## src/rtl/fetch_pkg.sv

```systemverilog
// Shared types and constants for the instruction fetch controller.
package fetch_pkg;

  localparam int         MEM_DEPTH_DEF = 32;
  localparam int         PC_W          = $clog2(MEM_DEPTH_DEF);
  localparam int         RS_DEPTH_DEF  = 4;
  localparam logic [3:0] OPC_HALT      = 4'hF;

  typedef enum logic [2:0] {
    IDLE,
    FETCH,
    CAPT,
    VALID,
    HALTED
  } fetch_state_e;

endpackage

```

## src/rtl/fetch_ret_stack.sv

```systemverilog
// Return-address LIFO for call/return redirects; overflowing pushes are dropped, popping empty reads 0.
module fetch_ret_stack #(
  parameter int DEPTH = 4,
  parameter int W     = 5
) (
  input  logic         clk,
  input  logic         rst,
  input  logic         push,
  input  logic         pop,
  input  logic [W-1:0] push_data,
  output logic [W-1:0] top_data,
  output logic         full,
  output logic         empty
);

  localparam int CW = $clog2(DEPTH + 1);
  localparam int IW = $clog2(DEPTH);

  logic [W-1:0]  mem_q [DEPTH];
  logic [W-1:0]  mem_d [DEPTH];
  logic [CW-1:0] cnt_q, cnt_d;
  logic [IW-1:0] wr_idx, top_idx;

  assign full    = (cnt_q == CW'(DEPTH));
  assign empty   = (cnt_q == '0);
  assign wr_idx  = IW'(cnt_q);
  assign top_idx = IW'(cnt_q - CW'(1));
  assign top_data = empty ? '0 : mem_q[top_idx];

  always_comb begin
    mem_d = mem_q;
    cnt_d = cnt_q;
    if (pop) begin
      if (!empty) cnt_d = cnt_q - CW'(1);
    end else if (push && !full) begin
      mem_d[wr_idx] = push_data;
      cnt_d         = cnt_q + CW'(1);
    end
  end

  always_ff @(posedge clk or posedge rst) begin
    if (rst) begin
      mem_q <= '{default: '0};
      cnt_q <= '0;
    end else begin
      mem_q <= mem_d;
      cnt_q <= cnt_d;
    end
  end

endmodule

```

## src/rtl/fetch_ctrl.sv

```systemverilog
// Instruction fetch sequencer: PC ownership, imem read, valid/ready presentation, redirects and halt.
// Build option FETCH_RET_STACK_EN adds a call/return stack; without it call acts as a jump and ret is ignored.
module fetch_ctrl
  import fetch_pkg::*;
#(
  parameter int         MEM_DEPTH   = MEM_DEPTH_DEF,
  parameter logic [3:0] HALT_OPCODE = OPC_HALT
`ifdef FETCH_RET_STACK_EN
  , parameter int       RS_DEPTH    = RS_DEPTH_DEF
`endif
) (
  input  logic        clk,
  input  logic        reset,
  input  logic        start,
  input  logic [15:0] pc_start,
  output logic [15:0] imem_pc,
  output logic        imem_en,
  input  logic [15:0] imem_instr,
  output logic [15:0] instr_out,
  output logic [15:0] instr_pc,
  output logic        instr_valid,
  input  logic        instr_ready,
  input  logic        redir_req,
  input  logic [15:0] redir_target,
  input  logic        call_req,
  input  logic        ret_req,
  output logic        halted,
  output logic        rs_err
);

  localparam int PW = $clog2(MEM_DEPTH);

  // Handshake: a word transfers on a cycle where instr_valid & instr_ready are both high and no
  // redirect is taken; instr_valid never drops and instr_out never changes before that, except on flush.
  fetch_state_e  state_q, state_d;
  logic [PW-1:0] pc_q, pc_d;
  logic [PW-1:0] instr_pc_q, instr_pc_d;
  logic [15:0]   instr_q, instr_d;
  logic          valid_q, valid_d;
  logic          active;
  logic          redir_take;
  logic [PW-1:0] redir_pc;
  logic          unused_hi;

  assign active    = (state_q == FETCH) || (state_q == CAPT) || (state_q == VALID);
  assign unused_hi = ^{redir_target[15:PW], pc_start[15:PW]};

`ifdef FETCH_RET_STACK_EN
  logic          rs_push, rs_pop, rs_full, rs_empty;
  logic [PW-1:0] rs_top, ret_addr;
  logic          rs_err_q, rs_err_d;

  assign ret_addr = instr_pc_q + PW'(1);
  assign rs_pop   = active & ret_req;
  assign rs_push  = active & call_req & ~ret_req;

  fetch_ret_stack #(.DEPTH(RS_DEPTH), .W(PW)) u_ret_stack (
    .clk       (clk),
    .rst       (reset),
    .push      (rs_push),
    .pop       (rs_pop),
    .push_data (ret_addr),
    .top_data  (rs_top),
    .full      (rs_full),
    .empty     (rs_empty)
  );

  // ret outranks call, which outranks a plain jump; call and jump share redir_target
  assign redir_take = active & (ret_req | call_req | redir_req);
  assign redir_pc   = ret_req ? rs_top : redir_target[PW-1:0];
  assign rs_err_d   = rs_err_q | (rs_push & rs_full) | (rs_pop & rs_empty);
  assign rs_err     = rs_err_q;

  always_ff @(posedge clk or posedge reset) begin
    if (reset) rs_err_q <= 1'b0;
    else       rs_err_q <= rs_err_d;
  end
`else
  logic unused_ret;

  assign unused_ret = ret_req;
  assign redir_take = active & (call_req | redir_req);
  assign redir_pc   = redir_target[PW-1:0];
  assign rs_err     = 1'b0;
`endif

  always_comb begin
    state_d    = state_q;
    pc_d       = pc_q;
    instr_d    = instr_q;
    instr_pc_d = instr_pc_q;
    valid_d    = valid_q;
    if (redir_take) begin
      valid_d = 1'b0;
      pc_d    = redir_pc;
      state_d = FETCH;
    end else begin
      case (state_q)
        IDLE, HALTED: begin
          if (start) begin
            pc_d    = pc_start[PW-1:0];
            state_d = FETCH;
          end
        end
        FETCH: state_d = CAPT;
        CAPT: begin
          instr_d    = imem_instr;
          instr_pc_d = pc_q;
          valid_d    = 1'b1;
          state_d    = VALID;
        end
        VALID: begin
          if (instr_ready) begin
            valid_d = 1'b0;
            if (instr_q[15:12] == HALT_OPCODE) begin
              state_d = HALTED;
            end else begin
              pc_d    = pc_q + PW'(1);
              state_d = FETCH;
            end
          end
        end
        default: state_d = IDLE;
      endcase
    end
  end

  always_ff @(posedge clk or posedge reset) begin
    if (reset) begin
      state_q    <= IDLE;
      pc_q       <= '0;
      instr_q    <= '0;
      instr_pc_q <= '0;
      valid_q    <= 1'b0;
    end else begin
      state_q    <= state_d;
      pc_q       <= pc_d;
      instr_q    <= instr_d;
      instr_pc_q <= instr_pc_d;
      valid_q    <= valid_d;
    end
  end

  assign imem_en     = (state_q == FETCH);
  assign imem_pc     = imem_en ? 16'(pc_q) : 16'd0;
  assign instr_out   = instr_q;
  assign instr_pc    = 16'(instr_pc_q);
  assign instr_valid = valid_q;
  assign halted      = (state_q == HALTED);

endmodule

```

## config.mk

```make
export PLATFORM = sky130hd
export DESIGN_NAME = fetch_ctrl
export DESIGN_NICKNAME = d
export VERILOG_FILES = /design/src/rtl/fetch_pkg.sv /design/src/rtl/fetch_ret_stack.sv /design/src/rtl/fetch_ctrl.sv
export SDC_FILE = /design/constraint.sdc
export NUM_CORES = 1
export LEC_CHECK = 0
export ABC_AREA = 1
export BUFFER_PORTS_ARGS = -buffer_cell sky130_fd_sc_hd__buf_2
export CAP_MARGIN = 25
export CORE_MARGIN = 1
export CORE_UTILIZATION = 33
export CTS_CLUSTER_SIZE = 12
export DETAILED_ROUTE_END_ITERATION = 10
export PLACE_DENSITY = 0.71
export SYNTH_ARGS = -nofsm -noshare
export SYNTH_HDL_FRONTEND = slang
export SYNTH_SLANG_ARGS = --single-unit
```

## constraint.sdc

```tcl
create_clock -name clk -period 3.25 [get_ports clk]
set_input_delay 0.975 -clock clk [delete_from_list [all_inputs] [get_ports clk]]
set_output_delay 0.975 -clock clk [all_outputs]
set_load 0.01 [all_outputs]
```

# ---- Word-level counts from Yosys, hierarchy flattened
# Index checks and enable logic that the tools add are counted.
# Widths: inputs -> output; s select.
dict set report totals {
  regBits 30
  input_bits 55
}
dict set report op_classes {
  add_sub_neg 1
  eq_ne 8
  mux 14
  bitwise 3
  n_reduce_logical 10
}
# cell count
set op_table {}
lappend op_table {{$mux 5} 5}
lappend op_table {{$mux 3} 4}
lappend op_table {{$pmux 3 s4} 1}
lappend op_table {{$pmux 5 s2} 1}
lappend op_table {{$ne 3x3->1 const B} 3}
lappend op_table {{$eq 3x2->1 const B} 2}
lappend op_table {{$reduce_and 2->1} 3}
lappend op_table {{$reduce_bool 3->1} 2}
lappend op_table {{$add 5x1->5 const B} 1}
lappend op_table {{$eq 4x4->1 const B} 1}
lappend op_table {{$reduce_and 4->1} 1}
lappend op_table {{$eq 3x1->1 const B} 1}
lappend op_table {{$eq 3x3->1 const B} 1}
lappend op_table {{$logic_not 3->1} 1}
lappend op_table {{$logic_or 1x1->1} 2}
lappend op_table {{$mux 1} 2}
lappend op_table {{$pmux 1 s2} 1}
lappend op_table {{$reduce_or 2->1} 1}
lappend op_table {{$and 1x1->1} 1}
lappend op_table {{$not 1->1} 1}
lappend op_table {{$or 1x1->1} 1}

# ---- Longest topological paths before layout
# Gate-level depths: netlist of the first run.
dict set report depth {
  depth_word 6
  mapped_depth 8
  depth_no_buf 8
}

# ---- Worst setup path after synthesis of the first run
# OpenSTA, ideal clock, no wires.
dict set report synth_timing {
  path_type {register to output}
  start {reg state_q[2]}
  end {out imem_pc[0]}
  arrival_ps 885
  t_required_ps 2275
  path_slack_ps 1390
  stages_incl_launch_ff 4
  path_buffers 0
  cell_sequence {dfrtp_1 -> inv_2 -> nand3_1 -> nor2_1}
}
dict set report synth_between {
  elab_chain_len 2
}
# element line
set synth_rtl {}
lappend synth_rtl {{start, declared} fetch_ctrl.sv:35} ;# fetch_state_e state_q, state_d;
lappend synth_rtl {{start signal, assigned} fetch_ctrl.sv:136} ;# state_q <= state_d;
lappend synth_rtl {{$eq 3x1->1} fetch_ctrl.sv:144} ;# assign imem_en = (state_q == FETCH);
lappend synth_rtl {{$mux 5} fetch_ctrl.sv:145} ;# assign imem_pc = imem_en ? 16'(pc_q) : 16'd0;
lappend synth_rtl {{end, declared} fetch_ctrl.sv:16} ;# output logic [15:0] imem_pc,
# No other way between the ends.

# ---- Worst setup path in the final report of the first run
dict set report layout_timing {
  start {reg state_q[2]}
  end {out imem_pc[4]}
}
# The elaborated chain is that of the path after synthesis.

==> run summary, run 1 <==
The fraction of post-synthesis cell area in the top cell type by area is 44.38%. The signal on the critical path passes through inv_2 > nand3_1 > nor2_1 > buf_2. The max-slew violation count was 0. The total negative setup slack is 0 ns.

The peak ir drop on the vdd network came out at 0.2450 mV. The finished layout cell area came out at 2066 µm². The overall die width is 73.60 µm. The leading register cell type out of synthesis is sky130_fd_sc_hd__dfrtp_1. The hold-fix buffer count after cts is 0. The setup skew after layout is 0.003698 ns. After synthesis, the mean cell area works out to 7.586 µm².

The run finished with clean final reports. The buffer cell driving the clock tree root is sky130_fd_sc_hd__clkbuf_8. The routed via count divided by cell count is 4.215. The first global-routing pass estimated 6.023 mm of wire. The worst-skew pair later-pin latency is 0.28 ns. Counting every instance in the synthesized netlist gives 223. The tree built by TritonCTS fans out to 30 sinks. The final core utilization is 42.88%.

The arrival time of the worst setup path is 1.42 ns. The initial utilization of the core area, before any placement, comes to 35.12%. The biggest area contributor in the post-synthesis netlist is sky130_fd_sc_hd__dfrtp_1. The power density normalized to cell area is 824.0 nW/µm².

The post-synthesis sequential element count came out at 30. After detailed placement, the total cell area comes to 1983 µm². The area of the core region is 4817 µm². The average routed wire per standard cell is 10.05 µm. Counting flops with an async set or reset pin after synthesis yields a share of 100.0%.

From synthesis to final layout, the design area changed by 22.12%. The critical path is of the reg2out type. Setup repair after global routing left no endpoint under its margin.

The stage delay of the slowest cell on the critical path came out at 0.41 ns. Once layout is complete, the cells apart from fillers number 353. The pin count of the biggest net entering global routing is 43.

The total leakage power came out at 1.239 nW. The initial antenna violation count is 0. The top achievable clock speed is 418.0 MHz.

The global-route total usage across every layer is 14.70%. After global routing the overflow that remains totals 0. The sequential area share after synthesis came out at 44.38%. The initial DRC count came out at 69. The site row count is 25. The worst setup path is launched from a register. The TritonCTS buffer count came out at 5. The final critical delay including setup and external delays is 2.393 ns. The count of inserted antenna diode cells is 0.

The summed instance area of the synthesized netlist is 1692 µm². Summing over every cut layer, the via total after detailed routing is 1488. After clock tree synthesis, the repair step resized 0 gates.

The floorplan step defined a die boundary enclosing 5416 µm². Counting distinct cell types in the post-synthesis netlist gives 22. The data required time at the worst endpoint came out at 2.27 ns. The post-DP HPWL is 2.742 mm.

The number of hold violations in the final report came to 0. The most common cell in the synthesized netlist is sky130_fd_sc_hd__nand2_1. The share of final-layout standard cells stronger than drive strength 1 is 27.62%. The number of iterations in the first detailed-routing pass came out at 4.

Input and output buffers added on the ports amount to 60. The worst setup path is captured at a primary output. Setup violations remaining at the end of the flow were counted as 0.

The tightest hold margin came out at 0.4771 ns. In the finished design, the share of the clock period the worst path needs comes to 73.62%. The clock passes through at most 2 buffers. TritonCTS built the clock tree. For this run, design rule violations remaining after detail routing come to 0. The post-detailed-route count of antenna-violating nets came out at 0. The number of global-route vias before repair came to 1331. The number of levels in the clock H-tree is 2. The count of flip-flops with a built-in enable after synthesis came out at 0. The total length of routed wires came out at 3.547 mm. The weighted congestion reported at the end of routability-driven placement came out at 0.8373. The synthesis warning total came out at 0.

The cell count after placement is 347. Grouping stages by cell kind, the critical path spends the most delay in simple AND/OR/NAND/NOR gates. The slowest stage of the critical path belongs to the cell sky130_fd_sc_hd__dfrtp_1. Post-CTS timing repair inserted 0 buffers for setup.

By count the netlist is led by 64 x sky130_fd_sc_hd__nand2_1, 32 x sky130_fd_sc_hd__inv_1, 30 x sky130_fd_sc_hd__dfrtp_1. The worst hold-check path type is reg2reg. Together, buffers and inverters on the worst path number 2. The largest fanout of any net on the critical path is 8. The clock transition at the registers of the reported paths came out at 0.06 ns. The count of boundary I/O pins is 107. In the post-synthesis netlist, the biggest area contributors are sky130_fd_sc_hd__dfrtp_1 44%, sky130_fd_sc_hd__nand2_1 14%, sky130_fd_sc_hd__buf_4 10%. The final net count is 343. The height of the die came out at 73.60 µm. Across the run, the number of max-cap violations was 0.
stage by stage:
| stage | worst slack (ns) | power, W |
|---|---|---|
| after floorplan | 1.390 | 0.001164 |
| after global placement | 1.165 | 0.001405 |
| after detailed placement | 1.141 | 0.001428 |
| after CTS | 0.8380 | 0.001726 |
| after global routing | 0.7388 | 0.001857 |
| final | 0.8574 | 0.001702 |
registers in the layout (all words and copies together), names as in the netlist:
name	count
instr_valid	1
state_q	3
instr_out	16
pc_q	5
instr_pc_q	5
cell families after synthesis:
group / Yosys count / synth area share, %
buffers and inverters: 60 / 18.57
other: 1 / 0.2217
DFF: 30 / 44.38
AOI/OAI and AO/OA: 30 / 9.394
and+or+nand+nor: 101 / 26.70
adders and majority gates: 1 / 0.7395
metal layers:
metal / part of all wire (%) / global-route usage [%] / wire length (µm)
met5: 0 / 0 / 0
met4: 1.1 / 5.556 / 38
met3: 4.4 / 3.292 / 155
met2: 46 / 23.65 / 1640
met1: 48 / 19.24 / 1713
worst paths after layout:
kind | start | to | slack [ns] | cells past startpoint
setup / recovery | state_q[2]$_DFFE_PP0P_ | imem_pc[4] | 0.86 | 4
hold / removal | instr_pc_q[3]$_DFFE_PP0P_ | instr_pc_q[3]$_DFFE_PP0P_ | 0.48 | 2
setup reg to reg | state_q[2]$_DFFE_PP0P_ | pc_q[3]$_DFFE_PP0P_ | 1.91 | 6
hold reg to reg | instr_pc_q[3]$_DFFE_PP0P_ | instr_pc_q[3]$_DFFE_PP0P_ | 0.48 | 2
max in group asynchronous | reset | instr_out[6]$_DFFE_PP0P_ | 2.20 | 3
min in group asynchronous | reset | instr_out[7]$_DFFE_PP0P_ | 0.77 | 3
worst reg2reg max path: stages, from the launching register on:
cell and delay (ns):
sky130_fd_sc_hd__dfrtp_1 0.41, sky130_fd_sc_hd__inv_2 0.13, sky130_fd_sc_hd__nand3_2 0.17, sky130_fd_sc_hd__nand3_1 0.15
sky130_fd_sc_hd__nand2_2 0.11, sky130_fd_sc_hd__o21ai_0 0.19, sky130_fd_sc_hd__nand2_1 0.07
final cells by class:
cell class,instances,area [µm²]
fillers,524,2751
inverters,33,123.9
multi-input cells,155,709.4
well taps,67,83.83
clock buffers,6,82.58
flip-flops and latches,30,750.7
repair buffers,62,315.3
where the power goes:
group          switching, W  leakage [nW]  total, W  internal, W
sequential         0.000110         0.384  0.000643     0.000532
combinational      0.000475         0.812  0.000769     0.000294
clock              0.000127        0.0431  0.000290     0.000163
total              0.000713          1.24   0.00170     0.000989
placed cells by master, fill, tap and decap left out, drive strengths merged:
| cell type | count |
|---|---|
| ha | 1 |
| nand3 | 18 |
| buf | 62 |
| nor2 | 12 |
| dfrtp | 30 |
| a21boi | 1 |
| nand2 | 67 |
| a221oi | 1 |
| o21ai | 27 |
| clkbuf | 6 |
| nand4 | 3 |
| o21a | 1 |
| inv | 33 |
| conb | 23 |
| or2 | 1 |
Note: power is estimated with default switching activity, not from simulation.
==> run 2: changes to the inputs <==
--- a/config.mk
+++ b/config.mk
@@ -12,7 +12,7 @@
 export CORE_UTILIZATION = 33
 export CTS_CLUSTER_SIZE = 12
 export DETAILED_ROUTE_END_ITERATION = 10
-export PLACE_DENSITY = 0.71
+export PLACE_DENSITY = 0.73
 export SYNTH_ARGS = -nofsm -noshare
 export SYNTH_HDL_FRONTEND = slang
 export SYNTH_SLANG_ARGS = --single-unit
==> constraint.sdc (replaced) <==
create_clock -name clk -period 1.9 [get_ports clk]
set_input_delay 0.57 -clock clk [delete_from_list [all_inputs] [get_ports clk]]
set_output_delay 0.57 -clock clk [all_outputs]
set_load 0.01 [all_outputs]
==> run 2 against run 1 <==
Compared with the run above:
- first-iteration DRC count rose by 30%
- largest cell class unchanged
- critical endpoint is now imem_pc[2]
- cell area rose by 0.97%
- non-clock buffer count rose by 1
==> run summary, run 2 (synthesized netlist as in run 1, its figures left out) <==
The flow ran to the end, and the final reports show no timing, DRC or antenna violations. The area of the core region came to 4817 µm² (unchanged). The setup skew after layout came out at 0.002113 ns (-0.001584 ns). The count of inserted antenna diode cells came out at 0 (unchanged).

The initial antenna violation count is 0 (unchanged). The post-detailed-route count of antenna-violating nets is 0 (unchanged). The total leakage power is 1.248 nW (+0.67%). The final non-filler cell total came out at 354 (+0.28%). The endpoint class of the critical path is a primary output. Traced cell by cell, the critical path runs through inv_1 > nand3_4 > nor2_1 > buf_2. The detailed-route via count is 1484 (-0.27%).

The global-route wire length before repair is 5.768 mm (-4.2%). The final net count came to 344 (+0.29%). The maximum buffer depth of the clock tree came out at 2 (unchanged). The routed via count divided by cell count is 4.192 (-0.55%). The peak ir drop on the vdd network is 0.4243 mV (+73%).

The final number of setup-violating endpoints came out at 0 (unchanged). The count of boundary I/O pins is 107 (unchanged). Dividing the final minimum period by the clock period gives 95.83%.

The post-detailed-placement cell area came to 1991 µm² (+0.38%). The data required time at the worst endpoint came out at 1.33 ns (-0.94 ns). The total buffers and inverters traversed by the critical path is 2 (unchanged). The overall power after layout is 0.002939 W (+73%). The min-delay analysis places its worst path in the category in2async. The pin count of the biggest net entering global routing was 43 (unchanged).

The cell family contributing the most delay on the critical path is flip-flops. The power density normalized to cell area came out at 1409 nW/µm² (+71%). The TritonCTS buffer count is 5 (unchanged). The startpoint-to-endpoint class of the critical path is reg2out.

The launch point of the worst path is state_q[1]$_DFFE_PP0P_. The starting density of the core is 35.12% (unchanged). The clock transition at the registers of the reported paths came to 0.06 ns (about the same). The arrival time of the worst setup path is 1.25 ns (-0.17 ns).

The overall die width is 73.60 µm (unchanged). Static timing analysis puts the maximum clock frequency at 549.2 MHz. The CTS sink count came out at 30 (unchanged).

The stage delay of the slowest cell on the critical path was 0.43 ns (+0.02 ns). The max-capacitance violation count came out at 0 (unchanged). The count of buffers from port buffering came out at 60 (unchanged). The final critical delay including setup and external delays came out at 1.821 ns. The site row count came to 25 (unchanged). The post-DP HPWL is 2.751 mm (+0.30%).

The largest fanout of any net on the critical path is 7 (-1). The worst setup path is launched from a register. The share of final-layout standard cells stronger than drive strength 1 was 28.22% (+0.60 points). The buffer cell driving the clock tree root is sky130_fd_sc_hd__clkbuf_8. The global-route total usage across every layer is 14.64% (-0.054 points). The cell count after placement is 348 (+0.29%).

The initial DRC count came out at 90 (+30%). The number of buffers added for setup after CTS came out at 0 (unchanged). The worst reg2reg path startpoint is state_q[2]$_DFFE_PP0P_. The number of fillers in the final layout came to 528 (+0.76%). The total length of routed wires is 3.572 mm (+0.70%). The worst-skew pair later-pin latency is 0.28 ns (about the same). The hold-fix buffer count after cts came out at 0 (unchanged). The global route total overflow came out at 0 (unchanged).

Setup repair after global routing left no endpoint under its margin. The total negative setup slack is 0 ns (unchanged). The average routed wire per standard cell is 10.09 µm (+0.42%). The largest individual stage delay along the critical path comes from the cell sky130_fd_sc_hd__dfrtp_1.

The TritonCTS clock tree is built. Leaving out fill and tap cells, the most frequent cell in the layout is sky130_fd_sc_hd__nand2_1. The number of global-route vias before repair is 1244 (-6.5%). The number of levels in the clock H-tree came out at 2 (unchanged). The max-slew violation count came out at 0 (unchanged).

The number of iterations in the first detailed-routing pass came out at 4 (unchanged). The number of hold violations in the final report came out at 0 (unchanged). Leaving out fill and tap cells, the most frequent cells in the layout are 64 x sky130_fd_sc_hd__nand2_1, 60 x sky130_fd_sc_hd__buf_2, 32 x sky130_fd_sc_hd__inv_1.

The height of the die is 73.60 µm (unchanged). The area added between synthesis and finish came out at 23.30%. The total DRC errors in the routed layout is 0 (unchanged). The final core utilization is 43.30% (+0.42 points). The die area is 5416 µm² (unchanged).

The flip-flop count of the largest register after layout came out at 16 (unchanged). The finished layout cell area is 2086 µm² (+0.97%). The weighted congestion reported at the end of routability-driven placement is 0.8609 (+2.8%).
run 2: cell count changes in the layout (fill, tap and decap cells not counted), sizes merged:
cell	delta
buf	+1
run 2: stage by stage:
stage	setup WS (ns)	hold WS, ns
finish	0.07928	0.3533
global route	0.01549	0.3931
CTS	0.009612	0.3668
detailed placement	0.2065	0.4688
global placement	0.2333	0.4632
floorplan	0.4452	0.4945
run 2: what timing repair did:
item,in CTS,in global routing
endpoints found under the hold margin,0,0
resized for setup,1,1
setup endpoints to repair,5,5
run 2: worst min-delay path, cell delays in order:
cell                    delay [ns]
sky130_fd_sc_hd__buf_2        0.10
sky130_fd_sc_hd__inv_1        0.04
sky130_fd_sc_hd__buf_4        0.34
run 2: metal layers:
layer  GRT usage, %  share of wire, %  wire, µm  up-vias
met1          18.48                48      1709      649
met5              0                 0         0        -
met2          22.73                45      1600       52
met3          4.527               5.3       189        8
met4          7.051               2.0        72        0
li1               -                 -         -      775
run 2: path summary, 6_finish.rpt:
check | end | slack, ns | cells after the start
max | imem_pc[2] | 0.08 | 4
min | instr_out[5]$_DFFE_PP0P_ | 0.35 | 3
max reg2reg | pc_q[1]$_DFFE_PP0P_ | 0.48 | 7
min reg2reg | instr_pc_q[1]$_DFFE_PP0P_ | 0.48 | 2
max in group asynchronous | pc_q[3]$_DFFE_PP0P_ | 1.26 | 3
min in group clk | instr_pc_q[1]$_DFFE_PP0P_ | 0.48 | 2
run 2: power by group:
part           total (W)  internal [W]  switching (W)
clock network   0.000494      0.000278       0.000215
registers        0.00111      0.000911       0.000196
logic            0.00134      0.000523       0.000817
total            0.00294       0.00171        0.00123
run 2: area by class of cell:
class                   instances  area, µm²  share of cell area (%)
flip-flops and latches         30      750.7                   35.99
multi-input cells             155      721.9                   34.61
repair buffers                 63      322.8                   15.48
inverters                      33      123.9                   5.939
well taps                      67      83.83                   4.019
clock buffers                   6      82.58                   3.959
